`src/rtl/read_clear_event_bank.sv`:
```
// rtl/read_clear_event_bank.sv - multi-channel read-clear event registers with pending, overflow and irq
//
// Purpose: NUM_CHANNELS event registers behind one processor read port. Each
// channel accumulates events in capture, sticky-OR or saturating-count mode.
// A read returns the pre-clear value and clears the bits in CLEAR_MASK. An
// event in the same cycle as the read is applied on top of the cleared value,
// so it is never lost.
//
// Ports:
//   clk_i          - single clock, rising edge
//   rst_ni         - asynchronous active-low reset
//   rd_en_i        - processor read strobe
//   reg_select_i   - block select; a read happens on rd_en_i & reg_select_i
//   addr_i         - channel to read
//   rd_data_o      - registered read data, held between reads
//   rd_valid_o     - one-cycle pulse, rd_data_o updated
//   ev_valid_i     - per-channel event strobe
//   ev_data_i      - per-channel event data, channel i at [DW*(i+1)-1:DW*i]
//   irq_enable_i   - per-channel interrupt enable
//   pending_o      - channel holds an event not yet read
//   overflow_o     - sticky per-channel overflow
//   irq_req_o      - registered OR of pending & irq_enable
module read_clear_event_bank #(
    parameter int                          DATA_WIDTH   = 32,
    parameter int                          NUM_CHANNELS = 4,
    parameter int                          ADDR_WIDTH   = (NUM_CHANNELS > 1) ? $clog2(NUM_CHANNELS) : 1,
    parameter logic [2*NUM_CHANNELS-1:0]   MODES        = '0,
    parameter logic [DATA_WIDTH-1:0]       RESET_VALUE  = '0,
    parameter logic [DATA_WIDTH-1:0]       CLEAR_MASK   = '1
) (
    input  logic                               clk_i,
    input  logic                               rst_ni,
    input  logic                               rd_en_i,
    input  logic                               reg_select_i,
    input  logic [ADDR_WIDTH-1:0]              addr_i,
    output logic [DATA_WIDTH-1:0]              rd_data_o,
    output logic                               rd_valid_o,
    input  logic [NUM_CHANNELS-1:0]            ev_valid_i,
    input  logic [NUM_CHANNELS*DATA_WIDTH-1:0] ev_data_i,
    input  logic [NUM_CHANNELS-1:0]            irq_enable_i,
    output logic [NUM_CHANNELS-1:0]            pending_o,
    output logic [NUM_CHANNELS-1:0]            overflow_o,
    output logic                               irq_req_o
);

    localparam logic [1:0] MODE_STICKY = 2'd1;
    localparam logic [1:0] MODE_COUNT  = 2'd2;

    // Channel count widened by one bit so addresses at or above NUM_CHANNELS
    // compare correctly even when NUM_CHANNELS is a power of two.
    localparam logic [ADDR_WIDTH:0] NUM_CH_W = (ADDR_WIDTH + 1)'(NUM_CHANNELS);

    logic [NUM_CHANNELS-1:0][DATA_WIDTH-1:0] ch_q, ch_d;
    logic [NUM_CHANNELS-1:0]                 pending_q, pending_d;
    logic [NUM_CHANNELS-1:0]                 overflow_q, overflow_d;
    logic [DATA_WIDTH-1:0]                   rd_data_q, rd_data_d;
    logic                                    rd_valid_q, rd_valid_d;
    logic                                    irq_q, irq_d;

    logic read_req;
    logic read_hit;

    assign read_req = rd_en_i & reg_select_i;
    assign read_hit = read_req & ({1'b0, addr_i} < NUM_CH_W);

    always_comb begin
        logic                  rd_this;
        logic [DATA_WIDTH-1:0] base;
        logic [DATA_WIDTH-1:0] ev;
        logic [DATA_WIDTH:0]   sum;

        ch_d       = ch_q;
        pending_d  = pending_q;
        overflow_d = overflow_q;
        rd_data_d  = rd_data_q;
        rd_valid_d = read_req;
        irq_d      = |(pending_q & irq_enable_i);
        rd_this    = 1'b0;
        base       = '0;
        ev         = '0;
        sum        = '0;

        // A read miss still returns data (zero) and pulses rd_valid.
        if (read_req) begin
            rd_data_d = '0;
        end

        for (int i = 0; i < NUM_CHANNELS; i++) begin
            rd_this = read_hit && (addr_i == ADDR_WIDTH'(i));
            base    = rd_this ? (ch_q[i] & ~CLEAR_MASK) : ch_q[i];
            ev      = ev_data_i[i*DATA_WIDTH +: DATA_WIDTH];
            // Carry out of the extra bit marks a saturated counter.
            sum     = {1'b0, base} + (DATA_WIDTH + 1)'(1);

            if (rd_this) begin
                rd_data_d = ch_q[i];
            end

            ch_d[i]       = base;
            pending_d[i]  = pending_q[i] & ~rd_this;
            overflow_d[i] = overflow_q[i] & ~rd_this;

            // Event set wins over the same-cycle read clear.
            if (ev_valid_i[i]) begin
                pending_d[i] = 1'b1;
                case (MODES[2*i +: 2])
                    MODE_STICKY: begin
                        ch_d[i] = base | ev;
                    end
                    MODE_COUNT: begin
                        if (sum[DATA_WIDTH]) begin
                            ch_d[i]       = '1;
                            overflow_d[i] = 1'b1;
                        end else begin
                            ch_d[i] = sum[DATA_WIDTH-1:0];
                        end
                    end
                    default: begin
                        // Capture (and reserved): an unread capture being
                        // overwritten is the lost-event condition.
                        ch_d[i] = ev;
                        if (pending_q[i] && !rd_this) begin
                            overflow_d[i] = 1'b1;
                        end
                    end
                endcase
            end
        end
    end

    always_ff @(posedge clk_i or negedge rst_ni) begin
        if (!rst_ni) begin
            ch_q       <= {NUM_CHANNELS{RESET_VALUE}};
            pending_q  <= '0;
            overflow_q <= '0;
            rd_data_q  <= '0;
            rd_valid_q <= 1'b0;
            irq_q      <= 1'b0;
        end else begin
            ch_q       <= ch_d;
            pending_q  <= pending_d;
            overflow_q <= overflow_d;
            rd_data_q  <= rd_data_d;
            rd_valid_q <= rd_valid_d;
            irq_q      <= irq_d;
        end
    end

    assign rd_data_o  = rd_data_q;
    assign rd_valid_o = rd_valid_q;
    assign pending_o  = pending_q;
    assign overflow_o = overflow_q;
    assign irq_req_o  = irq_q;

endmodule

```
`config.mk`:
```
export PLATFORM = sky130hd
export DESIGN_NAME = read_clear_event_bank
export DESIGN_NICKNAME = d
export VERILOG_FILES = /design/src/rtl/read_clear_event_bank.sv
export SDC_FILE = /design/constraint.sdc
export NUM_CORES = 1
export LEC_CHECK = 0
export ABC_AREA = 1
export BUFFER_PORTS_ARGS = -buffer_cell sky130_fd_sc_hd__buf_2
export CORE_MARGIN = 5
export CORE_UTILIZATION = 46
export DETAILED_ROUTE_END_ITERATION = 8
export HOLD_SLACK_MARGIN = 0.03
export PLACE_DENSITY = 0.71
export SKIP_CTS_REPAIR_TIMING = 1
export SYNTH_ARGS = -nofsm -noshare
export SYNTH_HDL_FRONTEND = slang
export SYNTH_SLANG_ARGS = --single-unit
```
`constraint.sdc`:
```
create_clock -name clk_i -period 2.2 [get_ports clk_i]
set_input_delay 0.11 -clock clk_i [delete_from_list [all_inputs] [get_ports clk_i]]
set_output_delay 0.11 -clock clk_i [all_outputs]
set_load 0.01 [all_outputs]
```
==> Yosys cells after proc, flatten, opt, wreduce, memory -nomap -nowiden <==
Index checks and enable logic that the tools add are counted.
W data, S select, Z words.
{ "totals": {"register_bits": 170, "in_bits": 142, "output_inout_bits": 42, "elab_cells": 70} }
{ "classes": {"n_eq_ne": 3, "muxes": 25, "bitwise": 14, "n_reduce_logical": 19} }
{ "op_table": {"columns": ["op", "n"], "rows": [
  ["$mux W32", 13],
  ["$mux W1", 12],
  ["$and A1 B1 Y1", 9],
  ["$logic_and A1 B1 Y1", 8],
  ["$reduce_bool A2 Y1", 4],
  ["$reduce_bool A5 Y1", 1],
  ["$and A4 B4 Y4", 1],
  ["$eq A2 B2 Y1 const B", 2],
  ["$logic_not A1 Y1", 4],
  ["$not A1 Y1", 4],
  ["$reduce_or A4 Y1", 1],
  ["$eq A2 B1 Y1 const B", 1],
  ["$logic_not A2 Y1", 1]
]} }

==> Longest topological paths before layout <==
{ "depth": {"word_depth": 6, "mapped_depth": 8, "mapped_depth_nobuf": 6} }

==> Worst setup path after synthesis <==
Ideal clock, no wire load.
{ "synth_timing": {"path_type": "input to register", "from": "input port rd_en_i", "to": "register rd_data_q[11] (netlist: rd_data_o[11])", "setup_time_ps": 119, "arrival_time_ps": 920, "required_ps": 2081, "path_slack_ps": 1161, "stages": 8, "path_buffers": 2, "cell_sequence": "nand2_2 > inv_2 > buf_4 > buf_4 > nand3_1 > nand2_1 > nor2_1 > nand2_1"} }
{ "synth_between": {"elab_chain_cells": 6, "elab_cells_between_ends": 10, "cone_classes": "mux (4); bitwise (1); reduce/logical (5)"} }
{ "synth_rtl": {"columns": ["element", "line_no", "source"], "rows": [
  ["start: declaration", "33", "input logic rd_en_i,"],
  ["$and A1 B1 Y1 *", "63", "assign read_req = rd_en_i & reg_select_i;"],
  ["named net rd_valid_d", "57", "logic rd_valid_q, rd_valid_d;"],
  ["$logic_and A1 B1 Y1", "89", "rd_this = read_hit && (addr_i == ADDR_WIDTH'(i));"],
  ["$mux W32 (4 in series)", "95", "if (rd_this) begin"],
  ["end signal: assignment", "143", "rd_data_q <= rd_data_d;"],
  ["end: declaration", "56", "logic [DATA_WIDTH-1:0] rd_data_q, rd_data_d;"]
]} }
Mark *: on every way through the listed nets, which the timed path passes. The rest lies on a longest branch.
A chain may end at the register's enable or synchronous reset.

==> Worst setup path after layout <==
{ "layout_timing": {"from": "input port rd_en_i", "to": "register ch_q[64] (netlist bit)"} }
{ "layout_between": {"elab_chain_cells": 3} }
{ "layout_rtl": {"columns": ["element", "line_no", "source"], "rows": [
  ["$and A1 B1 Y1", "63", null],
  ["$logic_and A1 B1 Y1", "89", null],
  ["$reduce_bool A2 Y1 (no line)", null, null],
  ["end signal: assignment", "133", "ch_q <= {NUM_CHANNELS{RESET_VALUE}};"],
  ["end signal: assignment", "140", "ch_q <= ch_d;"],
  ["end: declaration", "53", "logic [NUM_CHANNELS-1:0][DATA_WIDTH-1:0] ch_q, ch_d;"]
]} }
No other way between the ends.

==> run metrics <==
core area=15900 um2; total number of vias=7295; Root Buffer=clkbuf_16; RSZ-0062 raised after global routing=no; Final Max Slew Viols=0; first-pass iteration count of the detailed router=5; initial core utilization=47.1%; Initial DRC Count=640; Worst EP required=2.48 ns; via/cell ratio=5.05; post-synthesis register bit count=170; Worst R2R Setup Slack=0.86 ns; Worst-path clk slew=0.06 ns; crit path time final=around 1.4 ns; DRT Wirelength=23300 um; TNS Setup=0 ns; WL per Instance=16.1 um; synth warn=0; switching power=0.00202 W; CP Capture Type=flip-flop; Hold Crit Class=in2reg; gr ovfl total=0; Die ar.=between 15000 and 20000 um2; Antenna Violating Nets Remaining=0; outcome=finished, final reports clean; sequential-to-total area share from yosys stat=a little under three fifths; RePlAce Congestion=0.926; Max transition margin=55.2%; # IOs=between 150 and 200; Sw Share=25.8%; Internal=0.00582 W; worst slew pin tran=about 0.67 ns; share of layout cells above drive strength 1=19.5%; cell area after synthesis=7510 um2; FP Rows=46; Pwr Total=0.00784 W; largest net degree at the start of global routing=68; Fillers=~1300; initial antenna violation count=0; global-route wire length before repair=33500 um; Area growth syn-to-layout=39.5%; final-report hold violation count=0; Leakage Power=5.57 nW; number of global-route vias before repair=between 6000 and 7000; Die H=138 um; DP HPWL=between 15000 and 20000 um; crit path kind=in2reg; maximum clock frequency=about 0.71 GHz; worst path arrival time=1.69 ns; clk sinks=170; VDD IR max=0.559 mV; CTS tree=built; Layout Nets=about 1400; Clock power frac=38.6%; # setup viols final=0; clock latency on the worst-skew pair=about 0.43 ns; DRC=0; # H-tree levels=4; Total GRT Usage=between 20% and 30%; Final period util=63.9%; Reg power frac=46.4%; number of port buffers=183; Max-cap violations=0; Setup Skew=0.0139 ns; Critical Path Start Type=primary input; Post-Syn Instances=927; Post-Syn Nets=around 1100; post-synth cell types=20; Critical Path Fanout Max=20; die width=138 um; Combinational Power Share=14.9%; CTS buffer count=17; n_diodes=0; Power Density=about 750 nW/um2; Mapped Avg Cell Area=slightly above 8 um2; clk buf depth=2
[layout by cell type, fill, tap and decap left out, drive strengths merged]
cell type    Yosys  routed
nand2          379     379
nor2            36      36
dlygate4sd3      0     131
dfrtp          170     170
o21ai           24      24
clkinv           4       8
clkbuf          33      24
inv             24      24
nand3          206     206
clkinvlp         0       1
nor3            20      20
buf             29     200
o31ai            1       1
bufinv           0       3
nand4            1       1
[cell usage after synthesis]
cell,count,area [um2]
buf_2,17,85.1
o21ai_0,14,70.1
nand2_2,5,31.3
clkinv_1,4,15.0
nand2_1,374,1400
buf_1,3,11.3
dfrtp_1,170,4250
inv_2,4,15.0
o31ai_1,1,7.51
nand4_1,1,6.26
nor2_2,2,12.5
buf_6,1,11.3
clkbuf_1,33,124
nor2_1,32,120
nor2_4,2,22.5
nor3_1,20,100
o21ai_1,10,50.1
nand3_1,206,1030
inv_1,20,75.1
buf_4,8,60.1
[final cells by class]
type	count	area (um2)	area share (%)
inverter	28	105	1.00
clock inverter	8	118	1.12
multi-input combinational	667	2860	27.3
clock buffer	24	472	4.50
tap	216	270	2.58
timing repair buffer	331	2400	22.9
sequential	170	4250	40.6
[per-stage QoR]
stage	util, %	hold WS [ns]	instances	cell area (um2)	setup WS (ns)
after detailed placement	53.8	0.166	1281	8570	0.392
final	65.7	0.168	1444	10500	0.793
after CTS	57.5	-0.277	1313	9160	0.842
after floorplan	-	-0.186	927	7510	1.16
after global placement	53.8	0.164	1281	8570	0.478
after global routing	65.7	0.195	1444	10500	0.648
[per-layer routing]
layer / GRT usage [%] / vias to the layer above / part of all wire, %
li1: - / 3558 / -
met1: 31.6 / 3466 / 41
met2: 37.6 / 236 / 51
met3: 4.93 / 35 / 6.4
met4: 7.14 / 0 / 1.8
met5: 0 / - / 0
[path summary, 6_finish.rpt]
kind | start | to | depth (start not counted)
setup reg to reg | pending_o[3] | irq_req_o | 3
setup / recovery | rd_en_i | ch_q[64] | 6
max in group asynchronous | rst_ni | ch_q[53] | 3
hold / removal | ev_valid_i[0] | ch_q[28] | 3
min in group asynchronous | rst_ni | ch_q[7] | 2
hold reg to reg | rd_data_o[1] | rd_data_o[1] | 2
[flip-flops by register name (all words and copies together) (netlist names)]
signal and flops:
rd_data_o 32, rd_valid_o 1, irq_req_o 1, overflow_o 4
pending_o 4, ch_q 128
[critical path, cell delays in order]
cell     delay, ns
buf_2         0.08
nand2_2       0.28
nor2_4        0.40
nand2_2       0.29
nand2_2       0.37
o21ai_0       0.13
[power by group through the flow]
| stage | Clock (W) | Combinational [W] | Sequential [W] |
|---|---|---|---|
| 6_report | 0.00303 | 0.00117 | 0.00364 |
| 5_1_grt | 0.00320 | 0.00131 | 0.00368 |
| 4_1_cts | 0.00305 | 0.000996 | 0.00364 |
| 3_5_place_dp | 0 | 0.000991 | 0.00369 |
| 3_3_place_gp | 0 | 0.000965 | 0.00369 |
| 2_1_floorplan | 0 | 0.000483 | 0.00369 |
[cells by family after synthesis]
kind of cell	count (synthesis)	share of synthesized area [%]
simple gates	642	36.3
flops	170	56.7
buf+inv	90	5.28
compound gates	25	1.70
(Power assumes the default switching activity.)
